`config.mk`:
```
export PLATFORM = sky130hd
export DESIGN_NAME = fetch_pc_ctrl
export DESIGN_NICKNAME = d
export VERILOG_FILES = /design/src/rtl/fetch_pc_ctrl.sv
export SDC_FILE = /design/constraint.sdc
export NUM_CORES = 1
export LEC_CHECK = 0
export CAP_MARGIN = 25
export CORE_MARGIN = 2
export CORE_UTILIZATION = 52
export CTS_BUF_LIST = sky130_fd_sc_hd__clkbuf_2 sky130_fd_sc_hd__clkbuf_4 sky130_fd_sc_hd__clkbuf_8
export DETAILED_ROUTE_END_ITERATION = 10
export PLACE_DENSITY_LB_ADDON = 0.05
export SKIP_LAST_GASP = 1
export SLEW_MARGIN = 20
export SYNTH_ARGS = -nofsm -noshare
export SYNTH_HDL_FRONTEND = slang
export SYNTH_SLANG_ARGS = --single-unit
```
`constraint.sdc`:
```
create_clock -name clk -period 5.5 [get_ports clk]
set_input_delay 1.65 -clock clk [delete_from_list [all_inputs] [get_ports clk]]
set_output_delay 1.65 -clock clk [all_outputs]
set_load 0.01 [all_outputs]
```
`src/rtl/fetch_pc_ctrl.sv`:
```
// fetch_pc_ctrl: F-stage PC sequencer with IM req/ready/rvalid handshake and delay-slot redirects.
// Define FETCH_EXC_EN for exception/eret flush, stale-read drain and misaligned-PC AdEL reporting.
module fetch_pc_ctrl #(
   parameter logic [31:0] RESET_PC   = 32'h0000_3000
`ifdef FETCH_EXC_EN
 , parameter logic [31:0] EXC_VECTOR = 32'h0000_4180
`endif
) (
   input  logic        clk,
   input  logic        reset,
   input  logic        D_stall,
   input  logic        D_redirect_valid,
   input  logic [31:0] D_redirect_pc,
   output logic        imem_req,
   output logic [31:0] imem_addr,
   input  logic        imem_ready,
   input  logic        imem_rvalid,
   input  logic [31:0] imem_rdata,
`ifdef FETCH_EXC_EN
   input  logic        exc_req,
   input  logic        eret_req,
   input  logic [31:0] epc,
   output logic        F_exc_adel,
`endif
   output logic        F_valid,
   output logic [31:0] F_pc,
   output logic [31:0] F_instr
);
   typedef enum logic [2:0] {S_IDLE, S_REQ, S_WAIT, S_HOLD, S_DRAIN} state_t;
   state_t      state_q, state_d;
   logic [31:0] pc_q, pc_d, instr_q, instr_d, redir_pc_q, redir_pc_d, pc_next;
   logic        valid_q, valid_d, redir_pend_q, redir_pend_d, consume;
`ifdef FETCH_EXC_EN
   logic        adel_q, adel_d, misal;
   assign misal = |pc_q[1:0];
`endif
   always_ff @(posedge clk or posedge reset) begin
      if (reset) begin
         state_q      <= S_IDLE;
         pc_q         <= RESET_PC;
         instr_q      <= '0;
         valid_q      <= 1'b0;
         redir_pend_q <= 1'b0;
         redir_pc_q   <= '0;
`ifdef FETCH_EXC_EN
         adel_q       <= 1'b0;
`endif
      end else begin
         state_q      <= state_d;
         pc_q         <= pc_d;
         instr_q      <= instr_d;
         valid_q      <= valid_d;
         redir_pend_q <= redir_pend_d;
         redir_pc_q   <= redir_pc_d;
`ifdef FETCH_EXC_EN
         adel_q       <= adel_d;
`endif
      end
   end
   always_comb begin
      consume      = state_q == S_HOLD && !D_stall;
      pc_next      = D_redirect_valid ? D_redirect_pc : redir_pend_q ? redir_pc_q : pc_q + 32'd4;
      state_d      = state_q;
      pc_d         = pc_q;
      instr_d      = instr_q;
      valid_d      = valid_q;
      redir_pend_d = redir_pend_q;
      redir_pc_d   = redir_pc_q;
`ifdef FETCH_EXC_EN
      adel_d       = adel_q;
`endif
      case (state_q)
         S_IDLE: state_d = S_REQ;
         S_REQ: begin
`ifdef FETCH_EXC_EN
            if (misal) begin
               state_d = S_HOLD;
               instr_d = '0;
               valid_d = 1'b1;
               adel_d  = 1'b1;
            end else
`endif
            if (imem_ready) state_d = S_WAIT;
         end
         S_WAIT: if (imem_rvalid) begin
            state_d = S_HOLD;
            instr_d = imem_rdata;
            valid_d = 1'b1;
         end
         S_HOLD: if (!D_stall) begin
            state_d = S_REQ;
            valid_d = 1'b0;
            pc_d    = pc_next;
         end
         S_DRAIN: if (imem_rvalid) state_d = S_REQ;
         default: state_d = S_IDLE;
      endcase
      // Redirect before the delay slot is consumed waits until that slot leaves F
      if (D_redirect_valid && !consume) begin
         redir_pend_d = 1'b1;
         redir_pc_d   = D_redirect_pc;
      end
      if (consume) redir_pend_d = 1'b0;
`ifdef FETCH_EXC_EN
      if (consume) adel_d = 1'b0;
      if (exc_req || eret_req) begin
         pc_d         = exc_req ? EXC_VECTOR : epc;
         redir_pend_d = 1'b0;
         valid_d      = 1'b0;
         adel_d       = 1'b0;
         state_d      = (state_q == S_WAIT || state_q == S_DRAIN) && !imem_rvalid ? S_DRAIN : S_REQ;
      end
`endif
   end
   always_comb begin
`ifdef FETCH_EXC_EN
      imem_req   = state_q == S_REQ && !misal;
      F_exc_adel = adel_q;
`else
      imem_req   = state_q == S_REQ;
`endif
      imem_addr  = pc_q;
      F_valid    = valid_q;
      F_pc       = pc_q;
      F_instr    = instr_q;
   end
endmodule
```
---- Word level (Yosys, flattened, before mapping) ----
Cells that the tools add are included.
word-level totals
  word-level logic and storage cells ...... 39
  register bits ........................... 101
  output and inout port bits .............. 98
  input bits .............................. 70
operators by class
  eq/ne operators ......................... 8
  $add $sub $neg .......................... 1
  mux-type cells .......................... 12
  reduce and logical (&&, ||, !) cells .... 11
  bitwise gates (word level) .............. 1
operators with widths
  kind                                           number
  two-way mux 32 bit                             2
  adder 32 x 3 -> 32 bit, second input constant  1
  case mux 3 bit (5 select lines)                1
  two-way mux 3 bit                              4
  == test 3 x 2 -> 1 bit, second input constant  2
  != test 2 bit, second input constant           3
  two-way mux 1 bit                              4
  AND reduction 2 bit                            2
  AND reduction 4 bit                            1
  nonzero test 2 bit                             2
  == test 3 x 1 -> 1 bit, second input constant  1
  == test 3 bit, second input constant           1
  logical NOT 3 bit                              1
  AND reduction 3 bit                            1
  logical AND 1 bit                              2
  logical NOT 1 bit                              2
  != test 2 x 1 -> 1 bit, second input constant  1
  case mux 1 bit (2 select lines)                1
  inverter 1 bit                                 1

---- Logic depth before layout (Yosys ltp) ----
  depth in word-level cells ............... 6
  depth in mapped cells ................... 8
  mapped depth without buffers ............ 7

---- Least setup slack after synthesis ----
Ideal clock, no wire load.
  kind .................................... input -> register
  start point ............................. input D_stall
  end point ............................... register redir_pc_q[0]
  data required time ...................... 5.375 ns
  stages .................................. 6
  path buffers ............................ 3
  setup slack ............................. 2.496 ns
  library setup time ...................... 0.125 ns
  arrival time ............................ 2.879 ns
  path through ............................ nand2b_1 -> clkbuf_1 -> nand2_1 -> buf_2 -> buf_1 -> mux2_2
on the way
  word-level cells in the longest chain between the ends .. 4
RTL lines
  what                  line  source
  from (decl)           11    input logic D_stall,
  logical NOT 1 bit     n/a
  logical AND 1 bit     61    consume = state_q == S_HOLD && !D_stall;
  logical NOT 1 bit     99    if (D_redirect_valid && !consume) begin
  logical AND 1 bit     99
  to (signal assigned)  54    redir_pc_q <= redir_pc_d;
  to (decl)             31    logic [31:0] pc_q, pc_d, instr_q, instr_d, redir_pc_q, redir_pc_d, pc_next;
No other way between the ends.
A chain may end at the register's enable or synchronous reset.

---- Worst setup path after layout ----
  start point ............................. input D_redirect_valid
  end point ............................... register pc_q[21], in the netlist F_pc[21]
on the way
  word-level cells in the longest chain between the ends .. 1
RTL lines
  what                  line  source
  from (decl)           12    input logic D_redirect_valid,
  two-way mux 32 bit    62    pc_next = D_redirect_valid ? D_redirect_pc : redir_pend_q ? redir_pc_q : pc_q + 32'd4;
  to (signal assigned)  50    pc_q <= pc_d;
  to (decl)             31
No other way between the ends.

==> results.py <==
metrics = {
    "outcome": {
        "status": "completed",
    },
    "timing": {
        "setup_viol": 0,
        "drv_slew": 0,
        "relSlewSlack": 0.533,
        "finalClockSkew_ps": 8.11,
        "max_slew.worst_pin.slew_ps": 695,
        "min_period_ps": 3400,
        "hold_violations": 0,
        "finalCritPeriodShare": 0.619,
        "fmax_mhz": 294,
        "final.setup.worst_slack_ps": 2100,
        "tns_ps": 0,
        "grt_setup_unrepaired": "false",
        "hold_ws_ps": 494,
    },
    "worst_hold_path": {
        "hold_path.class": "reg -> reg",
        "hold_depth": 2,
        "min-delay-start": "redir_pc_q[25]",
        "min_to": "redir_pc_q[25]",
    },
    "worst_setup_path": {
        "critPathMaxStageDelay_ps": 590,
        "path_cells": "clkdlybuf4s50_1 -> buf_4 -> nor2_1 -> nand2_1 -> or4_1 -> o211ai_1",
        "rr_endpoint": "F_pc[22]",
        "cp-start-kind": "primary input",
        "worst_ep_arrival_time_ps": 3690,
        "cp_slowest_cell": "clkdlybuf4s50_1",
        "cp_max_fo": 35,
        "path_class": "in -> reg",
        "rr_startpoint": "F_pc[2]",
        "cp_top_family": "simple AND/OR/NAND/NOR gates",
        "path_buf_inv": 2,
        "cp-end-kind": "register",
        "reg2regPathDepth": 6,
        "required_ps": 5780,
        "rrSetupSlack_ps": 3050,
    },
    "die": {
        "fp-row-count": 36,
        "core_um2": 9820,
        "die_area_um2": 11000,
        "start_util": 0.537,
        "io_pins": 168,
        "die_h_um": 105,
        "fp.dieW_um": 105,
    },
    "cts": {
        "cts_tree": "done",
        "post_cts_buffers": 0,
        "clock-sinks": 100,
        "cts-root-buf": "clkbuf_8",
        "path_clk_slew_ps": 100,
        "ctsHoldBuffers": 0,
        "cts_resized": 0,
        "cts_buffers": 9,
        "cts_buffer_depth": 2,
        "insertion_delay_ps": 360,
        "cts_htree_levels": 3,
    },
    "power_and_ir_drop": {
        "p_int_mw": 2.31,
        "switching_power_mw": 1.34,
        "clkPwrFrac": 0.133,
        "power.share.switching": 0.367,
        "pwr-share-comb": 0.485,
        "power.share.sequential": 0.381,
        "peakVddDrop_v": 0.000282,
        "power.density_nw_per_um2": 517,
        "p_leak_nw": 2.97,
        "finalPower_mw": 3.66,
    },
    "logic_synthesis": {
        "ys_warn_count": 0,
        "synth_ff_type": "dfrtp_1",
        "syn_nets": 603,
        "synth_area_um2": 5270,
        "yosys.area.top_type_share": 0.465,
        "synth-simple-area-share": 0.134,
        "synth.area.mux_share": 0.139,
        "synth_top_family_by_area": "compound AO/OA/AOI/OAI gates",
        "synth-compound-area-share": 0.145,
        "synth-adder-area-share": 0.00949,
        "synthTopCellsByArea": "dfrtp_1, mux2_2, o21ai_0",
        "syn-instance-count": 529,
        "syn-mean-instance-area_um2": 9.96,
        "synth_xor_area_frac": 0.0150,
        "ys_ff_latch": 100,
        "yosysTopAreaCell": "dfrtp_1",
        "seq_area_frac_synth": 0.475,
        "async_reset_ff_frac": 1.00,
        "synth_enable_flop_cells": 0,
        "yosysUniqueCellTypes": 51,
    },
    "grt": {
        "grt_pass1_wl_um": 21700,
        "grt_max_degree": 80,
        "grt_usage": 0.243,
        "grt_antenna_before_repair": 0,
        "overflow": 0,
        "grt_pass1_vias": 4450,
    },
    "placement": {
        "portBuffers": 167,
        "gp_congestion": 0.886,
        "hpwl_um": 9310,
        "place_ws_ps": 1780,
    },
    "layout": {
        "num-fill-cells": 766,
        "multi_input_area_um2": 2350,
        "syn2layout_area_growth_pct": 34.1,
        "seq_area_um2": 2500,
        "layout.nets": 727,
        "mostFrequentLayoutCells": "clkdlybuf4s50_1, dfrtp_1, nand2_1",
        "drive_gt1_frac": 0.147,
        "diodes": 0,
        "final_common_cell": "clkdlybuf4s50_1",
    },
    "routing": {
        "vias": 4515,
        "wl_per_cell_um": 16.7,
        "drt_pass1_iterations": 5,
        "routed_wirelength_um": 13200,
        "drc": 0,
        "drtIter0Drc": 247,
        "ant_nets": 0,
        "vias_per_cell": 5.71,
    },
    "flow_run": {
        "max_cap_violations": 0,
    },
}
worst max path at each step:
stage                startpoint         end  slack [ps]  cells past startpoint
3_3_place_gp   D_redirect_valid    F_pc[21]        1860                      6
2_1_floorplan             reset  F_instr[0]        1230                      1
3_5_place_dp   D_redirect_valid    F_pc[21]        1780                      6
5_1_grt        D_redirect_valid    F_pc[21]        1950                      6
6_report       D_redirect_valid    F_pc[21]        2100                      6
4_1_cts        D_redirect_valid    F_pc[21]        2140                      6
stage by stage:
stage,instances,area [um^2],util
after global routing,791,7070,0.720
final,791,7070,0.720
after detailed placement,774,6830,0.695
after global placement,774,6830,0.695
after CTS,790,7030,0.716
after floorplan,529,5270,-
worst register-to-register path, delay by kind of cell, from the launching register on:
| family | cells | cell delay (ps) |
|---|---|---|
| DFF | 1 | 450 |
| adders and majority gates | 1 | 220 |
| AOI/OAI and AO/OA | 2 | 590 |
| and+or+nand+nor | 3 | 1090 |
kinds of logic after synthesis:
kind of cell               after synthesis
and+or+nand+nor                        145
muxes                                   66
DFF                                    100
buffers and inverters                   83
adders and majority gates                4
xor gates and xnor gates                 9
AOI/OAI and AO/OA                      122
layer usage:
metal	part of all wire	GRT usage	vias to the layer above
met5	0	0	-
met4	0.013	0.0848	0
met3	0.077	0.0667	16
met2	0.49	0.405	179
met1	0.42	0.305	2226
li1	-	-	2094
final cells by class:
type	instances	share of cell area
clock buffer	12	0.0225
tap	133	0.0235
multi-input combinational	346	0.333
sequential	100	0.354
clock inverter	4	0.00673
timing repair buffer	177	0.250
inverter	19	0.0104
state kept, by name (all words and copies together), names as in the netlist:
signal,flops
F_instr,32
F_pc,32
redir_pc_q,32
state_q,2
F_valid,1
redir_pend_q,1
power by group through the flow:
| stage | Sequential, mW | Combinational (mW) | Clock, mW |
|---|---|---|---|
| after global placement | 1.38 | 1.73 | 0 |
| final | 1.39 | 1.77 | 0.487 |
| after floorplan | 1.42 | 0.945 | 0 |
| after CTS | 1.39 | 1.79 | 0.497 |
| after detailed placement | 1.41 | 1.77 | 0 |
| after global routing | 1.45 | 1.92 | 0.528 |
cell usage after synthesis, types with 5 or more instances:
library cell  instances
xnor2_1               5
nor2_1               28
inv_1                19
and3_1               13
nand4_1               7
dfrtp_1              98
buf_4                32
nand2_1              63
mux2i_1               8
mux2_2               58
a21oi_1              26
o221ai_1              8
buf_1                 5
nor4_1                5
clkbuf_1             24
o21ai_0              48
nand3_1              11
o22ai_1               5
No activity file was read; power rests on OpenSTA's default activity.
